## config.mk

```make
export PLATFORM = sky130hd
export DESIGN_NAME = mem_usage_counter
export DESIGN_NICKNAME = d
export VERILOG_FILES = /design/src/rtl/mem_usage_counter.sv
export SDC_FILE = /design/constraint.sdc
export NUM_CORES = 1
export LEC_CHECK = 0
export BUFFER_PORTS_ARGS = -buffer_cell sky130_fd_sc_hd__buf_2
export CAP_MARGIN = 20
export CORE_UTILIZATION = 45
export DETAILED_ROUTE_END_ITERATION = 10
export PLACE_DENSITY_LB_ADDON = 0.3
export SYNTH_ARGS = -nofsm -noshare
export SYNTH_HDL_FRONTEND = slang
export SYNTH_SLANG_ARGS = --single-unit
```

## constraint.sdc

```tcl
create_clock -name clk -period 3.3 [get_ports clk]
set_input_delay 0.165 -clock clk [delete_from_list [all_inputs] [get_ports clk]]
set_output_delay 0.165 -clock clk [all_outputs]
set_load 0.005 [all_outputs]
```

## src/rtl/mem_usage_counter.sv

```systemverilog
// Event-buffer occupancy tracker: word usage, event count, throttle/halt FSM, sticky errors.
// Latency: usage/event_count/empty/full 1 cycle after the strobes; throttle/halt 1 further cycle.
// No backpressure: strobes are always accepted; illegal ones are ignored and flagged.
// Optional: define MEM_USAGE_ERRCNT_EN to add saturating ovf_count/unf_count outputs.
module mem_usage_counter #(
  parameter logic [17:0] CAPACITY = 18'd262143,
  parameter logic [17:0] HI_MARK  = 18'd229376,
  parameter logic [17:0] LO_MARK  = 18'd131072
) (
  input  logic        clk,
  input  logic        reset,
  input  logic        wr_word,
  input  logic        rd_word,
  input  logic        ev_wr,
  input  logic        ev_rd,
  input  logic        clear_err,
  output logic [17:0] current_mem_usage,
  output logic [15:0] event_count,
  output logic        empty,
  output logic        full,
  output logic        throttle,
  output logic        halt,
  output logic        overflow_err,
  output logic        underflow_err
`ifdef MEM_USAGE_ERRCNT_EN
  ,
  output logic [7:0]  ovf_count,
  output logic [7:0]  unf_count
`endif
);

  typedef enum logic [1:0] {
    ST_NORMAL   = 2'd0,
    ST_THROTTLE = 2'd1,
    ST_HALT     = 2'd2
  } state_t;

  state_t      r_state;
  state_t      w_state_nxt;

  logic [17:0] r_usage;
  logic [17:0] w_usage_nxt;
  logic [15:0] r_ev_cnt;
  logic [15:0] w_ev_cnt_nxt;
  logic        r_empty;
  logic        r_full;
  logic        r_ovf_err;
  logic        r_unf_err;

  logic        w_ovf;
  logic        w_unf_word;
  logic        w_unf_ev;
  logic        w_unf;

  // Next word occupancy; a lone write at capacity or lone read at zero is dropped and flagged.
  always_comb begin
    w_usage_nxt = r_usage;
    w_ovf       = 1'b0;
    w_unf_word  = 1'b0;
    if (wr_word && !rd_word) begin
      if (r_usage == CAPACITY) begin
        w_ovf = 1'b1;
      end else begin
        w_usage_nxt = r_usage + 18'd1;
      end
    end else if (rd_word && !wr_word) begin
      if (r_usage == 18'd0) begin
        w_unf_word = 1'b1;
      end else begin
        w_usage_nxt = r_usage - 18'd1;
      end
    end
  end

  // Next event count; saturates silently at the top, flags a lone read at zero.
  always_comb begin
    w_ev_cnt_nxt = r_ev_cnt;
    w_unf_ev     = 1'b0;
    if (ev_wr && !ev_rd) begin
      if (r_ev_cnt != 16'hFFFF) begin
        w_ev_cnt_nxt = r_ev_cnt + 16'd1;
      end
    end else if (ev_rd && !ev_wr) begin
      if (r_ev_cnt == 16'd0) begin
        w_unf_ev = 1'b1;
      end else begin
        w_ev_cnt_nxt = r_ev_cnt - 16'd1;
      end
    end
  end

  assign w_unf = w_unf_word | w_unf_ev;

  // Occupancy registers; empty/full come from the next value so they line up with usage.
  always_ff @(posedge clk) begin
    if (reset) begin
      r_usage  <= 18'd0;
      r_ev_cnt <= 16'd0;
      r_empty  <= 1'b1;
      r_full   <= 1'b0;
    end else begin
      r_usage  <= w_usage_nxt;
      r_ev_cnt <= w_ev_cnt_nxt;
      r_empty  <= (w_usage_nxt == 18'd0);
      r_full   <= (w_usage_nxt == CAPACITY);
    end
  end

  // Sticky error flags; a new error in the clearing cycle keeps the flag set.
  always_ff @(posedge clk) begin
    if (reset) begin
      r_ovf_err <= 1'b0;
      r_unf_err <= 1'b0;
    end else begin
      r_ovf_err <= w_ovf | (r_ovf_err & ~clear_err);
      r_unf_err <= w_unf | (r_unf_err & ~clear_err);
    end
  end

  // Throttle state register.
  always_ff @(posedge clk) begin
    if (reset) begin
      r_state <= ST_NORMAL;
    end else begin
      r_state <= w_state_nxt;
    end
  end

  // Throttle transitions act on registered usage; HALT always drains through THROTTLE.
  always_comb begin
    w_state_nxt = r_state;
    case (r_state)
      ST_NORMAL: begin
        if (r_usage >= HI_MARK) begin
          w_state_nxt = ST_THROTTLE;
        end
      end
      ST_THROTTLE: begin
        if (r_usage == CAPACITY) begin
          w_state_nxt = ST_HALT;
        end else if (r_usage <= LO_MARK) begin
          w_state_nxt = ST_NORMAL;
        end
      end
      ST_HALT: begin
        if (r_usage < CAPACITY) begin
          w_state_nxt = ST_THROTTLE;
        end
      end
      default: begin
        w_state_nxt = ST_NORMAL;
      end
    endcase
  end

  assign current_mem_usage = r_usage;
  assign event_count       = r_ev_cnt;
  assign empty             = r_empty;
  assign full              = r_full;
  assign throttle          = (r_state != ST_NORMAL);
  assign halt              = (r_state == ST_HALT);
  assign overflow_err      = r_ovf_err;
  assign underflow_err     = r_unf_err;

`ifdef MEM_USAGE_ERRCNT_EN
  logic [7:0] r_ovf_cnt;
  logic [7:0] r_unf_cnt;

  // Saturating ignored-strobe counters; clearing in an error cycle leaves a count of one.
  always_ff @(posedge clk) begin
    if (reset) begin
      r_ovf_cnt <= 8'd0;
      r_unf_cnt <= 8'd0;
    end else if (clear_err) begin
      r_ovf_cnt <= w_ovf ? 8'd1 : 8'd0;
      r_unf_cnt <= w_unf ? 8'd1 : 8'd0;
    end else begin
      if (w_ovf && (r_ovf_cnt != 8'hFF)) begin
        r_ovf_cnt <= r_ovf_cnt + 8'd1;
      end
      if (w_unf && (r_unf_cnt != 8'hFF)) begin
        r_unf_cnt <= r_unf_cnt + 8'd1;
      end
    end
  end

  assign ovf_count = r_ovf_cnt;
  assign unf_count = r_unf_cnt;
`endif

endmodule

```

# Yosys cells after proc, flatten, opt, wreduce, memory -nomap -nowiden
# Cells that the tools add are included.
[totals] ff_bits=40 input_bits=7 output_inout_bits=40 word_cells=67
[classes] n_addsub=4 order_cmp=3 eq_ne=10 muxes=21 n_bitwise=6 n_reduce_logical=16
[ops] op="$mux 18" count=4
[ops] op="$mux 16" count=4
[ops] op="$eq 18x18->1 const B" count=2
[ops] op="$logic_not 18->1" count=2
[ops] op="$add 18x1->18 const B" count=1
[ops] op="$ge 18x18->1 const B" count=1
[ops] op="$le 18x18->1 const B" count=1
[ops] op="$lt 18x18->1 const B" count=1
[ops] op="$sub 18x1->18 const B" count=1
[ops] op="$add 16x1->16 const B" count=1
[ops] op="$logic_not 16->1" count=1
[ops] op="$ne 16x16->1 const B" count=1
[ops] op="$sub 16x1->16 const B" count=1
[ops] op="$mux 1" count=8
[ops] op="$mux 2" count=4
[ops] op="$pmux 2 s3" count=1
[ops] op="$reduce_and 3->1" count=2
[ops] op="$logic_and 1x1->1" count=4
[ops] op="$logic_not 1->1" count=4
[ops] op="$ne 2x1->1 const B" count=2
[ops] op="$ne 2x2->1 const B" count=2
[ops] op="$reduce_bool 2->1" count=2
[ops] op="$ne 3x3->1 const B" count=1
[ops] op="$or 1x1->1" count=3
[ops] op="5 further kinds" count=6

# Logic depth before layout (Yosys ltp)
# Gate-level depths: netlist of the first run.
[logic_depth] word_depth=6 ltp_mapped=12 ltp_nobuf=12

# Least setup slack after synthesis of the first run
# OpenSTA, ideal clock, no wires.
[synth_timing] path_type="register to register" start="reg r_usage[0], in the netlist current_mem_usage[0]" end="reg r_full, in the netlist full" setup_ns=0.088 t_arrival_ns=2.785 required_ns=3.212 path_slack_ns=0.428 path_stages_with_launch=12 n_path_buf=1 period_less_slack_ns=2.872 cell_sequence="dfxtp_1 > clkbuf_1 > inv_1 > ha_1 > nor4bb_1 > nor3b_1 > and3_1 > nor3_1 > a211o_1 > nand4b_1 > or4_1 > nor4_2"
[synth_between] elab_chain_cells=5 elab_cells_between_ends=9 cone_classes="2 x add/sub; 2 x eq/ne; 4 x mux; 1 x reduce/logical"
[synth_lines] element="start, declared" line="41" source="logic [17:0] r_usage;"
[synth_lines] element="start signal, assigned" line="102" source="r_usage <= w_usage_nxt;"
[synth_lines] element="$sub 18x1->18 / $logic_not 18->1 (equally long branches)" line="70, 67"
[synth_lines] element="$mux 18" line="67" source="if (r_usage == 18'd0) begin"
[synth_lines] element="$mux 18" line="66" source="end else if (rd_word && !wr_word) begin"
[synth_lines] element="$mux 18 (*)" line="60" source="if (wr_word && !rd_word) begin"
[synth_lines] element="$eq 18x18->1 (*)" line="105" source="r_full <= (w_usage_nxt == CAPACITY);"
[synth_lines] element="end signal, assigned" line="105"
[synth_lines] element="end, declared" line="46" source="logic r_full;"
# Every way passes the cells marked *; elsewhere a longest branch is shown, timed or not.
# A chain may end at the register's enable or synchronous reset.

# Worst setup path in the final report of the first run
[layout_timing] start="reg r_usage[10], in the netlist current_mem_usage[10]" end="reg r_full, in the netlist full"
# Same word-level chain as after synthesis.

==> metrics.cfg, run 1 <==
[outcome]
outcome=finished clean

[detailed_routing]
drc=0
wire_per_inst_um=15.8
finalWirelength_um=7680
vias=2879
detail-route-antenna-nets=0
via_per_inst=5.91
drt_iter0_markers=228
firstDrtPassIters=4

[global_routing]
grt_util_all_layers_pct=24.6
grt_antenna_before_repair=0
grt_start_max_net_pins=41
grt_overflow=0
grt_pass1_wl_um=12600
grt_pass1_vias=2604

[setup_path]
cp-startpoint=current_mem_usage[10]
r2r-start=current_mem_usage[10]
cp-start-kind=flop
r2r_slack_ns=0.29
cp_max_fo=10
setup.worst_path.end_class=flop
worstPathArrival_ns=3.21
crit_required_ns=3.50
critPathKind=reg -> reg

[clocking]
clock-sinks=40
clk_path_buf_depth=2
cts_tree=done
clock_latency_ns=0.30
post_cts_buffers=0
cts_made_buffers=5
cts.clk_slew.worst_paths_ns=0.08
h-tree-depth=2
cts_hold_buf=0
cts_resized=0
root_buffer=clkbuf_8

[timing]
hold_violations=0
tns_ns=0
period_needed_ns=3.01
clock_skew_ns=0.00457
rsz0062_at_grt=false
setup_viol=0
layout_setup_ws_ns=0.291
finalCritPeriodShare_pct=91.2
worst_pin_slew_ns=0.736
relSlewSlack_pct=51.0
final_max_slew_viol_count=0
fmax_ghz=0.332

[cells_and_area]
fin_nets=438
final_common_cell=nor2_1
synthToLayoutAreaGrowth_pct=14.7
diodes=0
layout_common_cells=57 x nor2_1, 46 x buf_2, 40 x dfxtp_1
drive_gt1_share_pct=19.4
fillers=600

[logic_synthesis]
ys_warn_count=0
synth_top_area_share_pct=27.5
synth_edf_count=0
ys_seq_area_share_pct=27.5
ys_types=60
ys_ff_latch=40
netlist_area_mm2=0.00291
synth-async-reset-ratio_pct=0
syn_inst=363
syn_avg_cell_area_um2=8.03
synth_top_flop_cell=dfxtp_1
syn_nets=389
synth_area_leaders=dfxtp_1 27%, ha_1 7.7%, nor2_1 7.3%
yosysTopAreaCell=dfxtp_1

[placed_design]
dp_hpwl_um=5850
port_buffers=46
dp_slack_ns=0.213
gp_congestion=0.905

[run]
maxCapViolations=0

[floorplanning]
die_x_um=82.5
start_util_pct=47.8
die_y_um=82.5
core.rowCount=28
io_pins=47
dieArea_mm2=0.00680
core_area_mm2=0.00610

[power]
p_leak_nw=1.47
p_per_area_mw_per_mm2=1050
vdd_ir_drop_max_mv=0.532

[worst_hold_path]
min_from=clear_err
hold_path.class=in -> reg

-- layer usage --
layer | global-route usage, % | vias to the layer above | share of wire (%)
met5 | 0 | - | 0
met3 | 4.84 | 12 | 5.9
met1 | 33.8 | 1342 | 47
met2 | 38.3 | 96 | 45
li1 | - | 1429 | -
met4 | 8.25 | 0 | 1.9
-- area by class of cell --
class,count,area [um2],share of cell area [%]
Inverter,9,33.8,1.01
Timing Repair Buffer,56,305,9.14
Tap cell,75,93.8,2.81
Sequential cell,40,801,24.0
Multi-Input combinational cell,300,2030,60.7
Clock inverter,2,12.5,0.374
Clock buffer,5,68.8,2.06
-- stage by stage --
stage	cells	utilization, %	total power [mW]	hold slack (ns)	area [um2]
after detailed placement	480	53.3	3.16	0.507	3250
after CTS	487	54.6	3.51	0.191	3330
after global routing	487	54.8	3.85	0.226	3340
after global placement	480	53.3	3.11	0.500	3250
final	487	54.8	3.52	0.196	3340
after floorplan	363	-	2.53	0.249	2910
-- cell usage after synthesis, types with 2 or more instances --
cell type  instances
nand4_1           13
buf_1              3
nand2b_1           4
o22ai_1            2
o21ai_0            4
and4_1             2
clkbuf_1           7
nor3_1            13
mux2_2             2
mux2i_1            8
nand2_1           15
and2_1             2
or2_2              3
a31oi_1            4
nand3_1           17
ha_1              18
or4_4              2
a211o_1            2
a21o_1             4
or3_1              4
o41ai_1            2
dfxtp_1           40
a211oi_1           2
o21bai_1           4
inv_1              9
nor2b_1           16
nor2_1            57
a31o_2             2
xnor2_1           15
buf_2              3
a221oi_1           2
nor3b_1            2
and3_1             8
nand4b_1           3
nor4_1            11
xor2_1            14
or2_1              2
a21oi_1           19
nor4_2             2
-- cell families (layout without fill, tap and decap cells) --
family	after synthesis	in the layout	share of synthesized area (%)
DFF	40	40	27.5
adders and majority gates	19	19	8.42
AOI/OAI and AO/OA	60	60	14.7
buffers and inverters	23	72	3.35
and+or+nand+nor	181	181	33.3
xor gates and xnor gates	30	30	9.27
muxes	10	10	3.52
-- worst max-delay path, stage by stage, from the launching register on --
cell and delay [ns]:
dfxtp_1 0.40, or4_4 0.59, nor3_4 0.23, a41oi_2 0.31, or2_1 0.37, nand2_1 0.10
xor2_1 0.10, or4_1 0.53, nor4_2 0.27
-- where the power goes --
| group | switching [mW] | internal (mW) |
|---|---|---|
| registers | 0.310 | 0.663 |
| logic | 1.17 | 1.06 |
| clock network | 0.175 | 0.143 |
-- sequential cells by signal, summed over array words and instances, names as in the netlist --
register and cells:
current_mem_usage 18, full 1, r_state 2, event_count 16
empty 1, underflow_err 1, overflow_err 1
-- final timing paths --
check	end	depth (start not counted)
min	overflow_err	4
max	full	8
min reg2reg	event_count[14]	2
max reg2reg	full	8
Power figures use the tool's default switching activity.
==> run 2, diff against run 1 <==
Settings changed: ABC_AREA from default to 1, GPL_TIMING_DRIVEN from default to 0.
==> run 2 against run 1 <==
Net effect: sequential share of layout area shrank 3.6 points; non-clock buffer count up 1; critical endpoint is now event_count[9]; via count increased by 34%; setup slack gained 0.37 ns; largest power group unchanged; clock power increased by 12%; first-iteration DRC count increased by 39%.
==> metrics.cfg, run 2 <==
[logic_synthesis]
synth_edf_count=0  ; unchanged
ys_ff_latch=40  ; unchanged
yosysMostFrequentCell=nand2_1
ys_types=39  ; -35%
syn_nets=590  ; +52%
syn_avg_cell_area_um2=6.18  ; -23%
synthTopCellsByCount=162 x nand2_1, 70 x inv_1, 69 x nor2_1, 44 x nand3_1, 41 x a21oi_1
synth-async-reset-ratio_pct=0  ; unchanged
ys_warn_count=0  ; unchanged
synth_top_area_share_pct=23.0  ; -4.5 points
ys_seq_area_share_pct=23.0  ; -4.5 points
syn_inst=564  ; +55%
netlist_area_mm2=0.00348  ; +20%
synth_area_leaders=dfxtp_1 23%, nand2_1 17%, inv_1 7.5%
synth_top_flop_cell=dfxtp_1
yosysTopAreaCell=dfxtp_1

[global_routing]
grt_overflow=0  ; unchanged
grt_antenna_before_repair=0  ; unchanged
grt_pass1_vias=3524  ; +35%
grt_start_max_net_pins=19  ; -54%
grt_util_all_layers_pct=25.6  ; +0.93 points
grt_pass1_wl_um=16900  ; +34%

[power]
clkPwrFrac_pct=9.1  ; about the same
power.switching_mw=2.14  ; +29%
p_per_area_mw_per_mm2=990  ; -6.1%
power_frac_comb_pct=68.0  ; +4.6 points
p_leak_nw=2.07  ; +40%
p_sw_share_pct=55.0  ; +7.9 points
p_int_mw=1.75  ; -6.1%
p_seq_share_pct=22.8  ; -4.8 points
vdd_ir_drop_max_mv=0.604  ; +14%

[clocking]
cts_made_buffers=5  ; unchanged
h-tree-depth=2  ; unchanged
cts.clk_slew.worst_paths_ns=0.09  ; about the same
post_cts_buffers=0  ; unchanged
clock_latency_ns=0.30  ; about the same
root_buffer=clkbuf_8
clk_path_buf_depth=2  ; unchanged
cts_resized=0  ; unchanged
clock-sinks=40  ; unchanged
cts_hold_buf=0  ; unchanged
cts_tree=done

[placed_design]
dpl-instance-area_mm2=0.00383  ; +18%
dp_slack_ns=0.387  ; +0.174 ns
port_buffers=45  ; -2.2%
gp_congestion=0.926  ; +2.4%
dp_hpwl_um=7830  ; +34%

[timing]
setup_viol=0  ; unchanged
layout_setup_ws_ns=0.666  ; +0.375 ns
clock_skew_ns=0.00892  ; +0.00435 ns
finalCritPeriodShare_pct=79.8  ; -11 points
fmax_ghz=0.380  ; +14%
final_max_slew_viol_count=0  ; unchanged
hold_violations=0  ; unchanged
rsz0062_at_grt=false
period_needed_ns=2.63  ; -0.375 ns
worst_pin_slew_ns=0.672  ; -0.0632 ns
relSlewSlack_pct=55.2  ; +4.2 points
tns_ns=0  ; unchanged

[cells_and_area]
final_core_util_pct=53.3  ; -1.5 points
diodes=0  ; unchanged
fin_nets=642  ; +47%
synthToLayoutAreaGrowth_pct=12.7
layout_common_cells=162 x nand2_1, 70 x inv_1, 69 x nor2_1
drive_gt1_share_pct=13.9  ; -5.5 points
final_cell_area_mm2=0.00393  ; +18%
largest_register_ffs=18  ; unchanged
final_common_cell=nand2_1

[detailed_routing]
drc=0  ; unchanged
firstDrtPassIters=7  ; +3
via_per_inst=5.38  ; -9.1%
vias=3849  ; +34%
drt_iter0_markers=317  ; +39%
finalWirelength_um=10000  ; +31%
detail-route-antenna-nets=0  ; unchanged
wire_per_inst_um=14.0  ; -11%

[setup_path]
worstPathArrival_ns=2.83  ; -0.38 ns
cp-start-kind=input port
crit_required_ns=3.49  ; about the same
setup.worst_path.end_class=flop
critPathKind=in -> reg
cp_max_fo=18  ; +8

[floorplanning]
die_y_um=90.0  ; +9.1%
io_pins=47  ; unchanged
start_util_pct=47.3  ; -0.52 points
dieArea_mm2=0.00810  ; +19%
core_area_mm2=0.00737  ; +21%
die_x_um=90.0  ; +9.1%
core.rowCount=31  ; +11%

[run]
maxCapViolations=0  ; unchanged

[worst_hold_path]
hold_path.class=in -> reg

[outcome]
outcome=finished clean

run 2: changes by cell type in the layout (fill, tap and decap cells not counted), sizes merged, moves of 9 or more:
cell and change:
o21ai +14, xnor2 -9, nor4 -12, nand3 +35, a21oi +22, nor2 +20
nor2b -16, inv +63, nand2 +152
run 2: logic make-up (layout without fill, tap and decap cells):
kind of cell | after synthesis | count (layout) | share of synthesized area [%]
flops | 40 | 40 | 23.0
xor+xnor | 19 | 19 | 4.78
compound gates | 77 | 77 | 12.5
buf+inv | 84 | 137 | 9.84
fa+ha+maj | 19 | 19 | 7.04
simple gates | 325 | 325 | 42.9
run 2: metal layers:
metal	up-vias	track usage (%)	part of all wire (%)
met5	-	0	0
met4	0	5.38	0.74
met3	9	4.06	8.0
met2	164	38.4	42
met1	1737	38.3	49
li1	1939	-	-
run 2: worst paths after layout:
path	startpoint	end	slack (ns)	depth (start not counted)
setup / recovery	ev_wr	event_count[9]	0.67	13
hold / removal	clear_err	overflow_err	0.14	4
setup reg to reg	current_mem_usage[0]	empty	0.80	13
hold reg to reg	overflow_err	overflow_err	0.48	2
run 2: power by group through the flow:
stage / logic, mW / clock network [mW] / registers, mW
floorplan: 1.93 / 0 / 0.848
global placement: 2.54 / 0 / 0.886
detailed placement: 2.59 / 0 / 0.894
CTS: 2.60 / 0.361 / 0.882
global route: 2.97 / 0.387 / 0.915
finish: 2.65 / 0.356 / 0.888
run 2: layout make-up:
cell class | count | area (um2)
Buffer | 12 | 72.6
Clock buffer | 7 | 86.3
Clock inverter | 1 | 7.51
Fill cell | 768 | 3440
Inverter | 72 | 270
Multi-Input combinational cell | 440 | 2340
Sequential cell | 40 | 801
Tap cell | 99 | 124
Timing Repair Buffer | 45 | 225
run 2: worst max-delay path: stages:
cell     delay [ns]
buf_2          0.10
ha_1           0.23
inv_1          0.49
ha_1           0.40
a21oi_1        0.15
nand2_1        0.09
a21oi_1        0.28
o21ai_0        0.24
nand2_1        0.13
nand2_1        0.06
or2_2          0.27
a21oi_1        0.13
nor2_1         0.06
run 2: per-stage QoR:
step	instances	hold WS, ns	total power, mW
after floorplan	564	0.340	2.78
after global placement	708	0.444	3.43
after detailed placement	708	0.446	3.48
after CTS	716	0.136	3.85
after global routing	716	0.171	4.27
final	716	0.138	3.89
